===== src/rtl/sync_fifo.sv =====
// Single-clock FIFO with registered read data, occupancy count and
// registered full/empty/almost flags plus overflow/underflow pulses.
module sync_fifo #(
  parameter int DSIZE    = 8,
  parameter int ASIZE    = 4,
  parameter int AF_LEVEL = (1 << ASIZE) - 2,
  parameter int AE_LEVEL = 2
) (
  input  logic             clk,
  input  logic             rst_n,
  input  logic             wen,
  input  logic [DSIZE-1:0] wdata,
  input  logic             ren,
  output logic [DSIZE-1:0] rdata,
  output logic             rvalid,
  output logic             full,
  output logic             empty,
  output logic             afull,
  output logic             aempty,
  output logic [ASIZE:0]   count,
  output logic             overflow,
  output logic             underflow
);

  localparam int             DEPTH   = 1 << ASIZE;
  localparam logic [ASIZE:0] AF_LVL  = (ASIZE+1)'(AF_LEVEL);
  localparam logic [ASIZE:0] AE_LVL  = (ASIZE+1)'(AE_LEVEL);
  localparam logic [ASIZE:0] PTR_ONE = (ASIZE+1)'(1);

  logic [DSIZE-1:0] mem_r [DEPTH];
  logic [ASIZE:0]   wptr_r, rptr_r, count_r;
  logic [ASIZE:0]   wptr_nxt_s, rptr_nxt_s, count_nxt_s;
  logic             wr_acc_s, rd_acc_s;
  logic             full_nxt_s, empty_nxt_s, afull_nxt_s, aempty_nxt_s;
  logic [DSIZE-1:0] rdata_r;
  logic             rvalid_r, full_r, empty_r, afull_r, aempty_r;
  logic             overflow_r, underflow_r;

  // acceptance decisions and next-state values, all from pre-edge flags
  always_comb begin
    wr_acc_s    = wen & ~full_r;
    rd_acc_s    = ren & ~empty_r;
    wptr_nxt_s  = wptr_r;
    rptr_nxt_s  = rptr_r;
    count_nxt_s = count_r;
    if (wr_acc_s) begin
      wptr_nxt_s = wptr_r + PTR_ONE;
    end else begin
      wptr_nxt_s = wptr_r;
    end
    if (rd_acc_s) begin
      rptr_nxt_s = rptr_r + PTR_ONE;
    end else begin
      rptr_nxt_s = rptr_r;
    end
    case ({wr_acc_s, rd_acc_s})
      2'b10:   count_nxt_s = count_r + PTR_ONE;
      2'b01:   count_nxt_s = count_r - PTR_ONE;
      default: count_nxt_s = count_r;
    endcase
    // wrap bit distinguishes a full ring from an empty one
    full_nxt_s   = (wptr_nxt_s[ASIZE-1:0] == rptr_nxt_s[ASIZE-1:0]) &&
                   (wptr_nxt_s[ASIZE] != rptr_nxt_s[ASIZE]);
    empty_nxt_s  = (wptr_nxt_s == rptr_nxt_s);
    afull_nxt_s  = (count_nxt_s >= AF_LVL);
    aempty_nxt_s = (count_nxt_s <= AE_LVL);
  end

  // storage array write; contents deliberately not reset
  always_ff @(posedge clk) begin
    if (wr_acc_s) begin
      mem_r[wptr_r[ASIZE-1:0]] <= wdata;
    end
  end

  // pointers, count, flags and read port
  always_ff @(posedge clk or negedge rst_n) begin
    if (!rst_n) begin
      wptr_r      <= '0;
      rptr_r      <= '0;
      count_r     <= '0;
      full_r      <= 1'b0;
      empty_r     <= 1'b1;
      afull_r     <= 1'b0;
      aempty_r    <= 1'b1;
      rdata_r     <= '0;
      rvalid_r    <= 1'b0;
      overflow_r  <= 1'b0;
      underflow_r <= 1'b0;
    end else begin
      wptr_r      <= wptr_nxt_s;
      rptr_r      <= rptr_nxt_s;
      count_r     <= count_nxt_s;
      full_r      <= full_nxt_s;
      empty_r     <= empty_nxt_s;
      afull_r     <= afull_nxt_s;
      aempty_r    <= aempty_nxt_s;
      rvalid_r    <= rd_acc_s;
      overflow_r  <= wen & full_r;
      underflow_r <= ren & empty_r;
      if (rd_acc_s) begin
        rdata_r <= mem_r[rptr_r[ASIZE-1:0]];
      end else begin
        rdata_r <= rdata_r;
      end
    end
  end

  assign rdata     = rdata_r;
  assign rvalid    = rvalid_r;
  assign full      = full_r;
  assign empty     = empty_r;
  assign afull     = afull_r;
  assign aempty    = aempty_r;
  assign count     = count_r;
  assign overflow  = overflow_r;
  assign underflow = underflow_r;

endmodule


===== config.mk =====
export PLATFORM = sky130hd
export DESIGN_NAME = sync_fifo
export DESIGN_NICKNAME = d
export VERILOG_FILES = /design/src/rtl/sync_fifo.sv
export SDC_FILE = /design/constraint.sdc
export NUM_CORES = 1
export LEC_CHECK = 0
export BUFFER_PORTS_ARGS = -buffer_cell sky130_fd_sc_hd__buf_2
export CAP_MARGIN = 20
export CORE_UTILIZATION = 29
export DETAILED_ROUTE_END_ITERATION = 8
export SLEW_MARGIN = 20
export SYNTH_ARGS = -nofsm -noshare
export SYNTH_HDL_FRONTEND = slang
export SYNTH_SLANG_ARGS = --single-unit

===== constraint.sdc =====
create_clock -name clk -period 4.3 [get_ports clk]
set_clock_uncertainty 0.1 [all_clocks]
set_input_delay 0 -clock clk [delete_from_list [all_inputs] [get_ports clk]]
set_output_delay 0 -clock clk [all_outputs]
set_load 0.05 [all_outputs]

==> flow_metrics.tcl, run 1 <==
set metrics [dict create \
    drt_pre_antenna_iters 4 \
    power.density_nw_per_um2 723 \
    h-tree-depth 4 \
    power_switching_uw 1900 \
    design_area_um2 7510 \
    grt.busiest_layer "met2" \
    insertion_delay_ns 0.42 \
    critical_path_class "register to register" \
    cts_made_buffers 17 \
    max_freq_ghz 0.344 \
    status "finished clean" \
    setup_viol 0 \
    vias_per_cell 4.75 \
    wire_per_inst_um 18.3 \
    crit_start "empty" \
    yosysUniqueCellTypes 48 \
    relSlewSlack 0.322 \
    seqPwrFrac 0.405 \
    ant_nets 0 \
    grt_overflow 0 \
    synth.avg_cell_area_um2 18.1 \
    grt_max_degree 31 \
    final_common_cell "edfxtp_1" \
    netSwitchingFraction 0.350 \
    final_layout_size_suffix_gt1_frac 0.275 \
    die_area_um2 22700 \
    worstPathRequired_ns 4.52 \
    p_total_uw 5430 \
    use_met3 0.0321 \
    cp-start-kind "register" \
    rsz0062_at_grt "no" \
    rows 54 \
    ir_drop_v 0.000318 \
    tightestPinTransition_ns 1.01 \
    cts_tree "done" \
    endpoint_kind "register" \
    nNetsFinal 422 \
    vias 3300 \
    use_met1 0.159 \
    clock_path_buffers 2 \
    antenna_cells 0 \
    routabilityCongestion 0.833 \
    timing.final.crit_share 0.676 \
    die_height_um 151 \
    crit-reg2reg-launch "empty" \
    pin_count 32 \
    p_int_uw 3530 \
    maxCapViolations 0 \
    reg2reg_slack_ns 1.39 \
    hp-class "input port to async pin" \
    seq_area_frac_synth 0.716 \
    grt_pass1_wl_um 20100 \
    leakagePower_uw 0.00260 \
    crit_path_end "aempty" \
    hold_viol_final 0 \
    synth.cell_area_um2 6420 \
    period_minus_slack_ns 2.91 \
    synth_fp_nets 374 \
    fill_cells 2073 \
    fin_setup_tns_ns 0 \
    post_cts_buffers 0 \
    dp_hpwl_um 8020 \
    drv_slew 0 \
    area_growth_pct 17.1 \
    combPwrFrac 0.334 \
    critPathArrivalTime_ns 3.12 \
    most-common-layout-cells "edfxtp_1 (128), mux4_2 (32), buf_2 (31), dfrtp_1 (27)" \
    clock-sinks 158 \
    utilization 0.345 \
    placed_cell_area_um2 6850 \
    ys_ff_latch 158 \
    r2r_end "aempty" \
    cp_max_fo 22 \
    clk_pin_slew_ns 0.06 \
    drtIter0Drc 308 \
    netlist_instances 355 \
    antenna_found_initial 0 \
    port_buffers 31 \
    routed_wl_um 12700 \
    post_cts_resized 0 \
    core_area_um2 21800 \
    grt_util_met2 0.200 \
    drcViolationCount 0 \
    initial_core_util 0.295 \
    die_w_um 151 \
    reg2reg_depth 8 \
    grtUsageTotal 0.123 \
    root_buffer "clkbuf_16" \
    power_frac_clock 0.261 \
    ys_warn_count 0 \
    cts_hold_buf 11 \
    grt_pass1_vias 3494 \
]
-- final cells by class --
cell class | instances | area, µm² | share of cell area
inverters | 13 | 53.8 | 0.00716
multi-input cells | 164 | 1640 | 0.218
repair buffers | 49 | 318 | 0.0423
clock inverters | 12 | 120 | 0.0160
flip-flops and latches | 158 | 4600 | 0.612
clock buffers | 19 | 433 | 0.0576
well taps | 280 | 350 | 0.0466
-- flip-flops by register name, summed over array words and instances, names as in the netlist --
name and cells:
overflow 1, empty 1, full 1, rptr_r 5, underflow 1, rvalid 1, wptr_r 5, rdata 8
afull 1, mem_r 128, aempty 1, count 5
-- critical path, cell delays in order, from the launching register on --
cell      delay (ns)
dfstp_2         0.55
nand2b_4        0.26
inv_2           0.13
ha_1            0.33
or4_1           0.55
a311oi_1        0.34
xnor2_1         0.21
inv_1           0.09
nor4_1          0.24
-- logic make-up (layout without fill, tap and decap cells) --
family / Yosys count / after routing / synth area share
adders and majority gates: 7 / 7 / 0.0136
AOI/OAI and AO/OA: 37 / 37 / 0.0439
and+or+nand+nor: 69 / 69 / 0.0589
DFF: 158 / 158 / 0.716
muxes: 35 / 35 / 0.118
xor gates and xnor gates: 16 / 16 / 0.0218
buffers and inverters: 33 / 93 / 0.0279
-- per-layer routing --
metal  share of wire  vias to the layer above
met5               0                        -
met2            0.48                      105
met1            0.44                     1687
met3           0.068                       18
li1                -                     1490
met4           0.015                        0
-- power by group through the flow --
| stage | registers (µW) | clock network (µW) | logic (µW) |
|---|---|---|---|
| after floorplan | 2350 | 0 | 1270 |
| after global placement | 2220 | 0 | 1790 |
| after detailed placement | 2240 | 0 | 1820 |
| after CTS | 2210 | 1440 | 1830 |
| after global routing | 2250 | 1500 | 1970 |
| final | 2200 | 1420 | 1810 |
-- cell usage after synthesis, drive strengths merged --
master | number | area (µm²)
or3 | 1 | 6.26
o22ai | 1 | 6.26
nand2 | 14 | 52.6
a21oi | 4 | 20.0
clkbuf | 10 | 38.8
o21a | 1 | 7.51
or2 | 2 | 12.5
nand3b | 2 | 15.0
nor3 | 7 | 35.0
nand4 | 4 | 25.0
dfrtp | 28 | 701
edfxtp | 128 | 3840
ha | 7 | 87.6
dfstp | 2 | 52.6
inv | 13 | 53.8
nor4 | 3 | 18.8
and2 | 4 | 28.8
nor3b | 1 | 7.51
nand2b | 3 | 26.3
o21ai | 9 | 45.0
and3 | 1 | 11.3
or4 | 2 | 18.8
a21o | 1 | 15.0
a22o | 8 | 70.1
a31oi | 1 | 6.26
nand3 | 4 | 20.0
buf | 10 | 86.3
xor2 | 6 | 52.6
o41ai | 1 | 16.3
and4b | 1 | 10.0
xnor2 | 10 | 87.6
mux2 | 3 | 33.8
mux4 | 32 | 721
nor2 | 17 | 63.8
o31ai | 1 | 7.51
nor2b | 3 | 26.3
a221oi | 9 | 78.8
a311oi | 1 | 8.76
-- stage by stage --
stage,worst slack (ns),hold WS [ns],cells
floorplan,1.47,-0.396,355
global placement,1.53,-0.0229,653
detailed placement,1.42,-0.00992,653
CTS,1.39,0.0834,695
global route,1.12,0.122,695
finish,1.39,0.0627,695
-- how the worst min path moves through the flow --
stage,slack [ns],cells after the start,to,from
3_3_place_gp,-0.02,1,count[3],rst_n
4_1_cts,0.08,2,count[1],rst_n
5_1_grt,0.12,2,count[1],rst_n
3_5_place_dp,-0.01,1,count[3],rst_n
6_report,0.06,2,count[1],rst_n
2_1_floorplan,-0.40,0,afull,rst_n
Note: power is estimated with default switching activity, not from simulation.
==> run 2: changes to the inputs <==
clock period = 2.95 ns   (was 4.3 ns; I/O delays follow)
==> flow_metrics.tcl, run 2 (synthesis results as in run 1) <==
set metrics [dict create \
    rsz0062_at_grt "no" \
    cts_made_buffers 17 \
    die_height_um 151 \
    period_minus_slack_ns 2.75 \
    grtUsageTotal 0.122 \
    relSlewSlack 0.448 \
    maxCapViolations 0 \
    ant_nets 0 \
    drv_slew 0 \
    worstPathRequired_ns 3.17 \
    vias 3269 \
    die_w_um 151 \
    clock-sinks 158 \
    most-common-layout-cells "edfxtp_1 (128), mux4_2 (32), buf_2 (31), dfrtp_1 (27), buf_4 (20)" \
    pin_count 32 \
    cp_max_fo 6 \
    power.density_nw_per_um2 1040 \
    cp-start-kind "register" \
    cts_tree "done" \
    antenna_found_initial 0 \
    status "finished clean" \
    area_growth_pct 18.5 \
    endpoint_kind "register" \
    clock_path_buffers 2 \
    insertion_delay_ns 0.42 \
    ir_drop_v 0.000427 \
    antenna_cells 0 \
    timing.final.crit_share 0.931 \
    initial_core_util 0.295 \
    drt_pre_antenna_iters 4 \
    die_area_um2 22700 \
    multiInputGateArea_um2 1640 \
    critPathArrivalTime_ns 2.96 \
    fill_cells 2062 \
    max_freq_ghz 0.364 \
    hp-class "input port to async pin" \
    p_total_uw 7870 \
    grt_pass1_wl_um 20100 \
    leakagePower_uw 0.00266 \
    routed_wl_um 12600 \
    utilization 0.349 \
    hold_viol_final 0 \
    critical_path_class "register to register" \
    tightestPinTransition_ns 0.827 \
    clk_pin_slew_ns 0.06 \
    final_layout_size_suffix_gt1_frac 0.302 \
    vias_per_cell 4.60 \
    nNetsFinal 436 \
    grt_max_degree 36 \
    h-tree-depth 4 \
    fin_setup_tns_ns 0 \
    rows 54 \
    root_buffer "clkbuf_16" \
    pre_cts_ws_ns 0.244 \
    setup_viol 0 \
    routabilityCongestion 0.767 \
    drtIter0Drc 171 \
    grt_overflow 0 \
    dp_hpwl_um 7970 \
    drcViolationCount 0 \
    setup_slack_ns 0.204 \
    reg2reg_slack_ns 0.20 \
    grt_pass1_vias 3480 \
    final_common_cell "edfxtp_1" \
    core_area_um2 21800 \
    post_cts_resized 0 \
    wire_per_inst_um 17.8 \
    seq_area_um2 4600 \
    largest_reg_flops 128 \
    port_buffers 31 \
]
[run 2: path summary, 6_finish.rpt]
check                           startpoint        end  cells after the start
worst max-delay path                 empty     aempty                     10
worst min-delay path                 rst_n   count[1]                      2
worst max register to register       empty     aempty                     10
worst min register to register    rdata[1]   rdata[1]                      2
max in group asynchronous            rst_n  rptr_r[0]                      2
min in group clk                       wen   overflow                      3
[run 2: stage by stage]
stage          instance area, µm²  hold WS (ns)  std cells
2_1_floorplan                6420        -0.396        355
3_3_place_gp                 6970       -0.0201        667
3_5_place_dp                 6970      -0.00503        667
4_1_cts                      7600        0.0901        710
5_1_grt                      7600         0.154        710
6_report                     7600        0.0686        710
[run 2: per-layer routing]
metal  routed length (µm)  GRT usage  vias up
met5                    0          0        -
met4                  187     0.0435        0
met3                  660     0.0273       19
met2                 5880      0.194       94
met1                 5900      0.163     1640
li1                     -          -     1516
[run 2: area by class of cell]
cell class	count	area share
sequential	158	0.605
clock buffer	19	0.0569
tap	280	0.0461
clock inverter	13	0.0118
inverter	13	0.00708
timing repair buffer	63	0.0573
multi-input combinational	164	0.216
[run 2: timing repair]
action                                 CTS  global route
hold buffers                            11             0
endpoints found under the hold margin  164             0
setup endpoints to repair                0             0
setup buffers                            0             0
[run 2: power by group]
group	internal (µW)	switching [µW]	leakage, µW	total, µW
Sequential	2820	243	0.00152	3060
Clock	1070	857	0.000253	1930
Combinational	1160	1720	0.000888	2880
Total	5050	2820	0.00266	7870
[run 2: critical path, cell delays in order, from the launching register on]
cell and delay [ns]:
dfstp_2 0.38, nand2b_4 0.17, nor2_1 0.24, xor2_1 0.19, ha_1 0.24, inv_1 0.08, or4_1 0.40, a311oi_1 0.33
xnor2_1 0.19, inv_1 0.09, nor4_1 0.25
==> run 3: changes to the inputs <==
BUFFER_PORTS_ARGS = not set   (was -buffer_cell sky130_fd_sc_hd__buf_2)
DONT_BUFFER_PORTS = 1   (was not set)
==> flow_metrics.tcl, run 3 (synthesis results as in run 1) <==
set metrics [dict create \
    drtIter0Drc 257 \
    post_cts_resized 0 \
    worstPathRequired_ns 3.15 \
    core_area_um2 21800 \
    max_freq_ghz 0.363 \
    path_buf_inv 2 \
    largest_reg_flops 128 \
    critPathArrivalTime_ns 2.96 \
    root_buffer "clkbuf_16" \
    leakagePower_uw 0.00260 \
    slowest_stage "or4_1" \
    initial_core_util 0.295 \
    clock-sinks 158 \
    grt_overflow 0 \
    clock_path_buffers 2 \
    grt_pass1_wl_um 19700 \
    fin_setup_tns_ns 0 \
    drt_pre_antenna_iters 4 \
    dp_hpwl_um 7990 \
    relSlewSlack 0.493 \
    nNetsFinal 415 \
    hold_viol_final 0 \
    critical_path_class "register to register" \
    drv_slew 0 \
    status "finished clean" \
    cp-start-kind "register" \
    cts_tree "done" \
    utilization 0.349 \
    maxCapViolations 0 \
    cts_made_buffers 17 \
    insertion_delay_ns 0.42 \
    port_buffers 0 \
    hold_ws_ns 0.0303 \
    h-tree-depth 4 \
    endpoint_kind "register" \
    cp_max_fo 9 \
    wire_per_inst_um 18.5 \
    rows 54 \
    antenna_found_initial 0 \
    most-common-layout-cells "edfxtp_1 (128), mux4_2 (32), buf_4 (28), dfrtp_1 (27)" \
    pin_count 32 \
    power.density_nw_per_um2 1050 \
    critPathMaxStageDelay_ns 0.54 \
    worstPathCellList "nand2b_4 -> inv_2 -> ha_1 -> or4_1 -> a311oi_1 -> xnor2_1 -> inv_1 -> nor4_1" \
    grt_max_degree 36 \
    hp-class "input port to async pin" \
    pre_cts_ws_ns 0.213 \
    reg2reg_depth 8 \
    tightestPinTransition_ns 0.759 \
    die_w_um 151 \
    drcViolationCount 0 \
    setup_viol 0 \
    critical_path_depth 8 \
    die_height_um 151 \
    post_cts_buffers 0 \
    setup_slack_ns 0.195 \
    vias_per_cell 4.80 \
    rsz0062_at_grt "no" \
    grtUsageTotal 0.122 \
    crit_family "simple AND/OR/NAND/NOR gates" \
    final_common_cell "edfxtp_1" \
    p_total_uw 7990 \
    grt_pass1_vias 3410 \
    clk_pin_slew_ns 0.06 \
    vias 3299 \
    antenna_cells 0 \
    ant_nets 0 \
    ir_drop_v 0.000484 \
    timing.final.crit_share 0.934 \
    period_minus_slack_ns 2.76 \
    final_layout_size_suffix_gt1_frac 0.272 \
    area_growth_pct 18.3 \
    routabilityCongestion 0.819 \
    die_area_um2 22700 \
    routed_wl_um 12700 \
]
-- run 3: what timing repair did --
item	CTS	global route
hold buffers	13	0
endpoints found under the hold margin	178	0
setup endpoints to repair	0	0
-- run 3: worst min-delay path, cell delays in order --
cell and delay, ns:
dlygate4sd3_1 0.58, buf_12 0.13, buf_12 0.18
-- run 3: metrics by stage --
stage               cells  area, µm²
detailed placement    644       6870
finish                688       7590
floorplan             355       6420
global route          688       7590
CTS                   688       7590
global placement      644       6870
-- run 3: power by group --
group          switching (µW)  internal (µW)  total, µW
sequential                550           2810       3360
combinational            1390           1140       2540
clock                     850           1240       2090
-- run 3: final timing paths --
| kind | end | slack [ns] | startpoint |
|---|---|---|---|
| min reg2reg | rptr_r[4] | 0.42 | rptr_r[4] |
| max | aempty | 0.19 | empty |
| min | rdata[6] | 0.03 | rst_n |
| min in group clk | overflow | 0.27 | wen |
| max reg2reg | aempty | 0.19 | empty |
| max in group asynchronous | rptr_r[0] | 2.54 | rst_n |
-- run 3: layer usage --
metal  up-vias  routed length, µm  GRT usage
met2        83               6440      0.207
li1       1479                  -          -
met3        12                573     0.0285
met1      1725               5540      0.148
met5         -                  0          0
met4         0                148     0.0495
-- run 3: cell type report --
type                       instances  area [µm²]
sequential                       158        4600
clock buffer                      17         425
tap                              280         350
multi-input combinational        164        1640
inverter                          13        53.8
timing repair buffer              42         380
clock inverter                    14         141
fill                            2027       14200
